`config.mk`:
```
export PLATFORM = sky130hd
export DESIGN_NAME = pipe_regs
export DESIGN_NICKNAME = d
export VERILOG_FILES = /design/src/rtl/pipe_regs.sv
export SDC_FILE = /design/constraint.sdc
export NUM_CORES = 1
export LEC_CHECK = 0
export ABC_AREA = 1
export BUFFER_PORTS_ARGS = -buffer_cell sky130_fd_sc_hd__buf_2
export CAP_MARGIN = 10
export CORE_AREA = 2 2 599 601
export DETAILED_ROUTE_END_ITERATION = 7
export DIE_AREA = 0 0 601 603
export SLEW_MARGIN = 20
export SYNTH_ARGS = -nofsm -noshare
export SYNTH_HDL_FRONTEND = slang
export SYNTH_SLANG_ARGS = --single-unit
```
`constraint.sdc`:
```
create_clock -name clk -period 1.9 [get_ports clk]
set_input_delay 0.19 -clock clk [delete_from_list [all_inputs] [get_ports clk]]
set_output_delay 0.19 -clock clk [all_outputs]
set_load 0.01 [all_outputs]
```
`src/rtl/pipe_regs.sv`:
```
// Y86-64 pipeline register bank: F/D/E/M/W stage registers, condition codes,
// control-conflict flag and cycle/bubble event counters.

package pipe_regs_pkg;

    localparam int unsigned PC_W = 64;
    localparam int unsigned D_W  = 147;
    localparam int unsigned E_W  = 223;
    localparam int unsigned M_W  = 144;
    localparam int unsigned W_W  = 143;
    localparam int unsigned CC_W = 3;

    localparam logic [2:0] SAOK  = 3'd1;
    localparam logic [3:0] INOP  = 4'd1;
    localparam logic [3:0] RNONE = 4'd15;

    typedef struct packed {
        logic [2:0]  stat;
        logic [3:0]  icode;
        logic [3:0]  ifun;
        logic [3:0]  ra;
        logic [3:0]  rb;
        logic [63:0] valc;
        logic [63:0] valp;
    } d_reg_t;

    // The listed E fields total 219 bits; the low 4 bits of the 223-bit bus are reserved.
    typedef struct packed {
        logic [2:0]  stat;
        logic [3:0]  icode;
        logic [3:0]  ifun;
        logic [63:0] valc;
        logic [63:0] vala;
        logic [63:0] valb;
        logic [3:0]  dste;
        logic [3:0]  dstm;
        logic [3:0]  srca;
        logic [3:0]  srcb;
        logic [3:0]  rsvd;
    } e_reg_t;

    typedef struct packed {
        logic [2:0]  stat;
        logic [3:0]  icode;
        logic        cnd;
        logic [63:0] vale;
        logic [63:0] vala;
        logic [3:0]  dste;
        logic [3:0]  dstm;
    } m_reg_t;

    typedef struct packed {
        logic [2:0]  stat;
        logic [3:0]  icode;
        logic [63:0] vale;
        logic [63:0] valm;
        logic [3:0]  dste;
        logic [3:0]  dstm;
    } w_reg_t;

    // NOP (bubble) patterns for each stage
    function automatic d_reg_t d_nop();
        d_reg_t r;
        r       = '0;
        r.stat  = SAOK;
        r.icode = INOP;
        r.ra    = RNONE;
        r.rb    = RNONE;
        return r;
    endfunction

    function automatic e_reg_t e_nop();
        e_reg_t r;
        r       = '0;
        r.stat  = SAOK;
        r.icode = INOP;
        r.dste  = RNONE;
        r.dstm  = RNONE;
        r.srca  = RNONE;
        r.srcb  = RNONE;
        return r;
    endfunction

    function automatic m_reg_t m_nop();
        m_reg_t r;
        r       = '0;
        r.stat  = SAOK;
        r.icode = INOP;
        r.dste  = RNONE;
        r.dstm  = RNONE;
        return r;
    endfunction

    function automatic w_reg_t w_nop();
        w_reg_t r;
        r       = '0;
        r.stat  = SAOK;
        r.icode = INOP;
        r.dste  = RNONE;
        r.dstm  = RNONE;
        return r;
    endfunction

endpackage

module pipe_regs
    import pipe_regs_pkg::*;
#(
    parameter int unsigned W_CNT = 32
) (
    input  logic              clk,
    input  logic              rst_n,
    input  logic              F_stall,
    input  logic              D_stall,
    input  logic              D_bubble,
    input  logic              E_bubble,
    input  logic              M_bubble,
    input  logic              W_stall,
    input  logic              set_CC,
    input  logic [PC_W-1:0]   f_predPC,
    output logic [PC_W-1:0]   F_predPC,
    input  logic [D_W-1:0]    D_in,
    output logic [D_W-1:0]    D_out,
    input  logic [E_W-1:0]    E_in,
    output logic [E_W-1:0]    E_out,
    input  logic [M_W-1:0]    M_in,
    output logic [M_W-1:0]    M_out,
    input  logic [W_W-1:0]    W_in,
    output logic [W_W-1:0]    W_out,
    input  logic [CC_W-1:0]   cc_in,
    output logic [CC_W-1:0]   CC,
    output logic              halted,
    output logic              ctl_err,
    output logic [W_CNT-1:0]  cycle_cnt,
    output logic [W_CNT-1:0]  bubble_cnt
);

    localparam int unsigned CNT_EXT_W = W_CNT + 1;

    logic [PC_W-1:0]  f_pc_q,    f_pc_d;
    d_reg_t           d_q,       d_d;
    e_reg_t           e_q,       e_d;
    m_reg_t           m_q,       m_d;
    w_reg_t           w_q,       w_d;
    logic [CC_W-1:0]  cc_q,      cc_d;
    logic             halted_q,  halted_d;
    logic             ctl_err_q, ctl_err_d;
    logic [W_CNT-1:0] cyc_q,     cyc_d;
    logic [W_CNT-1:0] bub_q,     bub_d;

    logic [1:0]         bub_inc;
    logic [W_CNT:0]     bub_sum;

    // Next-state: stall holds, bubble inserts NOP, otherwise load; counters saturate
    always_comb begin
        f_pc_d    = f_pc_q;
        d_d       = d_q;
        e_d       = e_q;
        m_d       = m_q;
        w_d       = w_q;
        cc_d      = cc_q;
        cyc_d     = cyc_q;
        bub_d     = bub_q;
        bub_inc   = 2'd0;
        bub_sum   = '0;

        if (!F_stall) begin
            f_pc_d = f_predPC;
        end

        if (D_stall) begin
            d_d = d_q;
        end else if (D_bubble) begin
            d_d = d_nop();
        end else begin
            d_d = d_reg_t'(D_in);
        end

        e_d = E_bubble ? e_nop() : e_reg_t'(E_in);
        m_d = M_bubble ? m_nop() : m_reg_t'(M_in);
        w_d = W_stall  ? w_q     : w_reg_t'(W_in);

        if (set_CC) begin
            cc_d = cc_in;
        end

        halted_d  = (w_d.stat != SAOK);
        ctl_err_d = ctl_err_q | (D_stall & D_bubble);

        if (!W_stall && (cyc_q != {W_CNT{1'b1}})) begin
            cyc_d = cyc_q + W_CNT'(1);
        end

        // A D bubble suppressed by D_stall does not count
        bub_inc = {1'b0, D_bubble & ~D_stall} + {1'b0, E_bubble};
        bub_sum = {1'b0, bub_q} + CNT_EXT_W'(bub_inc);
        bub_d   = bub_sum[W_CNT] ? {W_CNT{1'b1}} : bub_sum[W_CNT-1:0];
    end

    // State registers with asynchronous reset to NOP / initial values
    always_ff @(posedge clk or negedge rst_n) begin
        if (!rst_n) begin
            f_pc_q    <= '0;
            d_q       <= d_nop();
            e_q       <= e_nop();
            m_q       <= m_nop();
            w_q       <= w_nop();
            cc_q      <= 3'b100;
            halted_q  <= 1'b0;
            ctl_err_q <= 1'b0;
            cyc_q     <= '0;
            bub_q     <= '0;
        end else begin
            f_pc_q    <= f_pc_d;
            d_q       <= d_d;
            e_q       <= e_d;
            m_q       <= m_d;
            w_q       <= w_d;
            cc_q      <= cc_d;
            halted_q  <= halted_d;
            ctl_err_q <= ctl_err_d;
            cyc_q     <= cyc_d;
            bub_q     <= bub_d;
        end
    end

    assign F_predPC   = f_pc_q;
    assign D_out      = D_W'(d_q);
    assign E_out      = E_W'(e_q);
    assign M_out      = M_W'(m_q);
    assign W_out      = W_W'(w_q);
    assign CC         = cc_q;
    assign halted     = halted_q;
    assign ctl_err    = ctl_err_q;
    assign cycle_cnt  = cyc_q;
    assign bubble_cnt = bub_q;

endmodule

```
==> flow_summary.ini <==
[run_status]
status = finished with violations
violations = setup timing

[place]
dpl.hpwl_mm = 189
gpl.final_weighted_congestion = 0.937
port_buffers = 1522
numPlacedInstances = 9100
detailedPlace.worstSlack_ns = -0.382

[drt]
vias = 31503
drtAntennaViolNets = 0
route.detailed.vias_per_inst = 3.03
drt_pre_antenna_iters = 7
detail_route.iter0.violations = 2557
drcViolationCount = 0
detail_route.wirelength_mm = 230
routed_len_inst_um = 22.1

[finish]
layout_cell_share_with_drive_strength_beyond_1_pct = 36.1
layout.filler_cells = 39709
most-common-layout-cells = sky130_fd_sc_hd__buf_2, sky130_fd_sc_hd__dlygate4sd3_1, sky130_fd_sc_hd__dfrtp_1
final_util_pct = 16.3
commonest_non_fill_non_tap_cell_in_the_layout = sky130_fd_sc_hd__buf_2
finalNonFillerCells = 10382
layout.nets = 6243
area_delta_synth_final_pct = 98.8

[floorplanning]
design.die.area_sq_um = 362000
die-height_um = 603
design.portCount = 1523
chipWidth_um = 601
core_sq_um = 355000
row_count = 219
initial_core_util_pct = 8.19

[logic_synthesis]
synth_mux_area_share_pct = 2.59
syn-instance-count = 2799
post_synth.cell_area_avg_sq_um = 10.4
synthXorXnorAreaFrac_pct = 0.451
synth.top_cells.by_area = sky130_fd_sc_hd__dfrtp_1, sky130_fd_sc_hd__nand2_1, sky130_fd_sc_hd__nor2_1, sky130_fd_sc_hd__inv_1, sky130_fd_sc_hd__dfstp_2
synth.largest_area_cell = sky130_fd_sc_hd__dfrtp_1
synth.yosys.warnings = 0
synth_adder_area_share_pct = 0.155
synth_fp_nets = 3535
synth_top_area_share_pct = 63.7
synth_top_family_by_area = simple AND/OR/NAND/NOR gates
area_fraction_in_compound_gates_after_synthesis_pct = 4.79
synth-seq-area-share_pct = 68.1
synth_unique_cells = 34
netlist_area_sq_um = 29100
synth_simple_gate_area_share_pct = 16.9
yosys_register_bits = 790

[clocking]
cts_tree = yes
clk_transition_reported_paths_ns = 0.06
clk_buf_depth = 4
clk-insertion-delay-late_ns = 0.85
cts_sinks = 790
depth_of_the_cts_h_tree = 3
numCtsBuffers = 100
cts-root-buf = sky130_fd_sc_hd__clkbuf_16

[setup_path]
r2r-end = bubble_cnt[3]$_DFF_PN0_
worstPathBufferInverterCount = 4
cp.required_ns = 2.65
r2r.worst_path.cells = 11
rr_startpoint = bubble_cnt[0]$_DFF_PN0_
timing.critical_path.from_type = register
critical_path_endpoint_category = register
ff2ff_setup_slack_ns = -0.03
critical_path_cell_count = 11
cp.arrival_ns = 2.68
critical_path.cell_chain = inv_2, fa_2, inv_2, ha_4, nand3_4, inv_2, nand2_4, nor2_4, nand3b_1, buf_12, o21ai_1
worstSetupPathType = reg -> reg
max_stage_delay_ns = 0.39
cp_max_fo = 23
master_of_the_slowest_instance_on_the_critical_path = sky130_fd_sc_hd__fa_2
timing.critical_path.max_delay_family = adder cells
cpMostUsedCell = sky130_fd_sc_hd__inv_2

[timing]
grt_setup_unrepaired = true
finalHoldViolations = 0
max_slew_margin_pct = 59.9
timing.final.crit_period_ns = 1.93
fin_worst_skew_ns = 0.0257
timing.fmax_mhz = 519
setup-violations-final = 5
worstMarginPinSlew_ns = 0.601
fin_ws_ns = -0.0267
report.final.slew_viol_count = 0
fin_crit_sh_pct = 101

[global_routing]
groute.usage.overall_pct = 12.2
grt_remaining_overflow = 0
grt_start_max_net_pins = 109
first_global_vias = 33125
global_route_wire_length_before_repair_mm = 301
antenna_found_initial = 85

[run]
max-cap-violations = 0

[pwr]
ir_drop_mv = 0.839
pwr_dens_nw_per_um2 = 819
p_leak_nw = 29.3

[hold_path]
holdCritPathClass = in -> reg
holdCritStartpoint = D_stall
worstHoldEndpoint = bubble_cnt[0]$_DFF_PN0_
min_path_cells = 6
## cell usage after synthesis
master and count:
sky130_fd_sc_hd__clkinv_1 1, sky130_fd_sc_hd__nor2_4 2, sky130_fd_sc_hd__inv_1 409, sky130_fd_sc_hd__a21o_1 1, sky130_fd_sc_hd__o22a_1 10, sky130_fd_sc_hd__nand2_1 654, sky130_fd_sc_hd__and2_1 2, sky130_fd_sc_hd__nor3_1 12
sky130_fd_sc_hd__a22o_1 137, sky130_fd_sc_hd__a21oi_1 3, sky130_fd_sc_hd__nor2_1 439, sky130_fd_sc_hd__or2_2 33, sky130_fd_sc_hd__nand2_8 1, sky130_fd_sc_hd__clkbuf_1 92, sky130_fd_sc_hd__mux2_2 67, sky130_fd_sc_hd__nand4_1 13
sky130_fd_sc_hd__and3_1 1, sky130_fd_sc_hd__nand2_2 4, sky130_fd_sc_hd__fa_1 1, sky130_fd_sc_hd__buf_6 2, sky130_fd_sc_hd__nand2_4 2, sky130_fd_sc_hd__ha_1 2, sky130_fd_sc_hd__nor2_8 1, sky130_fd_sc_hd__nor2_2 2
sky130_fd_sc_hd__o21ai_0 17, sky130_fd_sc_hd__dfrtp_1 741, sky130_fd_sc_hd__xor2_1 7, sky130_fd_sc_hd__dfstp_2 49, sky130_fd_sc_hd__buf_1 5, sky130_fd_sc_hd__nand3_1 53, sky130_fd_sc_hd__xnor2_1 8, sky130_fd_sc_hd__nand3b_1 8
sky130_fd_sc_hd__inv_4 1, sky130_fd_sc_hd__buf_2 19
## registers in the layout (all words and copies together), names as in the netlist
| register | flops |
|---|---|
| bubble_cnt | 32 |
| F_predPC | 64 |
| ctl_err | 1 |
| M_out | 144 |
| cycle_cnt | 32 |
| E_out | 223 |
| CC | 3 |
| halted | 1 |
| W_out | 143 |
| D_out | 147 |
## cell families (layout without fill, tap and decap cells)
kind of cell | Yosys count | in the layout
fa+ha+maj | 3 | 3
buf+inv | 529 | 3315
mux | 67 | 67
xor+xnor | 15 | 15
simple gates | 1227 | 1227
compound gates | 168 | 168
flops | 790 | 790
other cells | 0 | 46
## layout make-up
type,count,area [sq um],share of cell area (%)
inverter,411,1550,2.68
timing repair buffer,2724,19800,34.3
tap,4751,5940,10.3
clock inverter,37,437,0.755
multi-input combinational,1480,7370,12.7
sequential,790,19800,34.3
clock buffer,143,2770,4.80
antenna,46,115,0.199
## worst max-delay path by stage
| stage | from | to | slack (ns) |
|---|---|---|---|
| global route | bubble_cnt[0]$_DFF_PN0_ | bubble_cnt[25]$_DFF_PN0_ | -0.14 |
| floorplan | E_bubble | bubble_cnt[28]$_DFF_PN0_ | -0.09 |
| finish | bubble_cnt[0]$_DFF_PN0_ | bubble_cnt[3]$_DFF_PN0_ | -0.03 |
| detailed placement | D_stall | bubble_cnt[3]$_DFF_PN0_ | -0.38 |
| CTS | bubble_cnt[0]$_DFF_PN0_ | bubble_cnt[31]$_DFF_PN0_ | 0.001 |
| global placement | D_stall | bubble_cnt[29]$_DFF_PN0_ | -0.37 |
## worst register-to-register path, delay by kind of cell (launching register included)
family,cells,cell delay [ns]
buf+inv,4,0.44
compound gates,1,0.11
simple gates,4,0.41
fa+ha+maj,2,0.53
flops,1,0.36
## through the flow
stage / power (mW) / hold slack (ns) / area, sq um / setup TNS [ns]
after global routing: 49.5 / 0.0770 / 57800 / -2.94
after detailed placement: 26.1 / 0.110 / 43800 / -10.89
final: 47.4 / 0.109 / 57800 / -0.0623
after global placement: 26.1 / 0.106 / 43800 / -11.01
after CTS: 48.3 / 0.000570 / 57700 / 0
after floorplan: 21.1 / -0.106 / 29200 / -2.33
## routing by layer
metal / GRT usage (%) / part of all wire (%) / vias up
li1: - / - / 13996
met1: 14.2 / 39 / 15606
met2: 19.0 / 44 / 1457
met3: 4.42 / 9.2 / 422
met4: 7.61 / 7.4 / 22
met5: 0 / 0.061 / -
## report_power, final
group	leakage, nW	switching [mW]	internal, mW	total [mW]
logic	17.8	4.96	4.06	9.01
registers	9.94	0.836	18.1	18.9
clock network	1.56	8.28	11.2	19.5
## what timing repair did
item | in CTS | in global routing
setup buffers | 0 | 3
hold buffers | 1053 | 0
pin swaps | 0 | 3
resized for setup | 41 | 14
endpoints found under the hold margin | 1487 | 0
gates cloned | 0 | 0
setup endpoints to repair | 35 | 35
(Power assumes the default switching activity.)
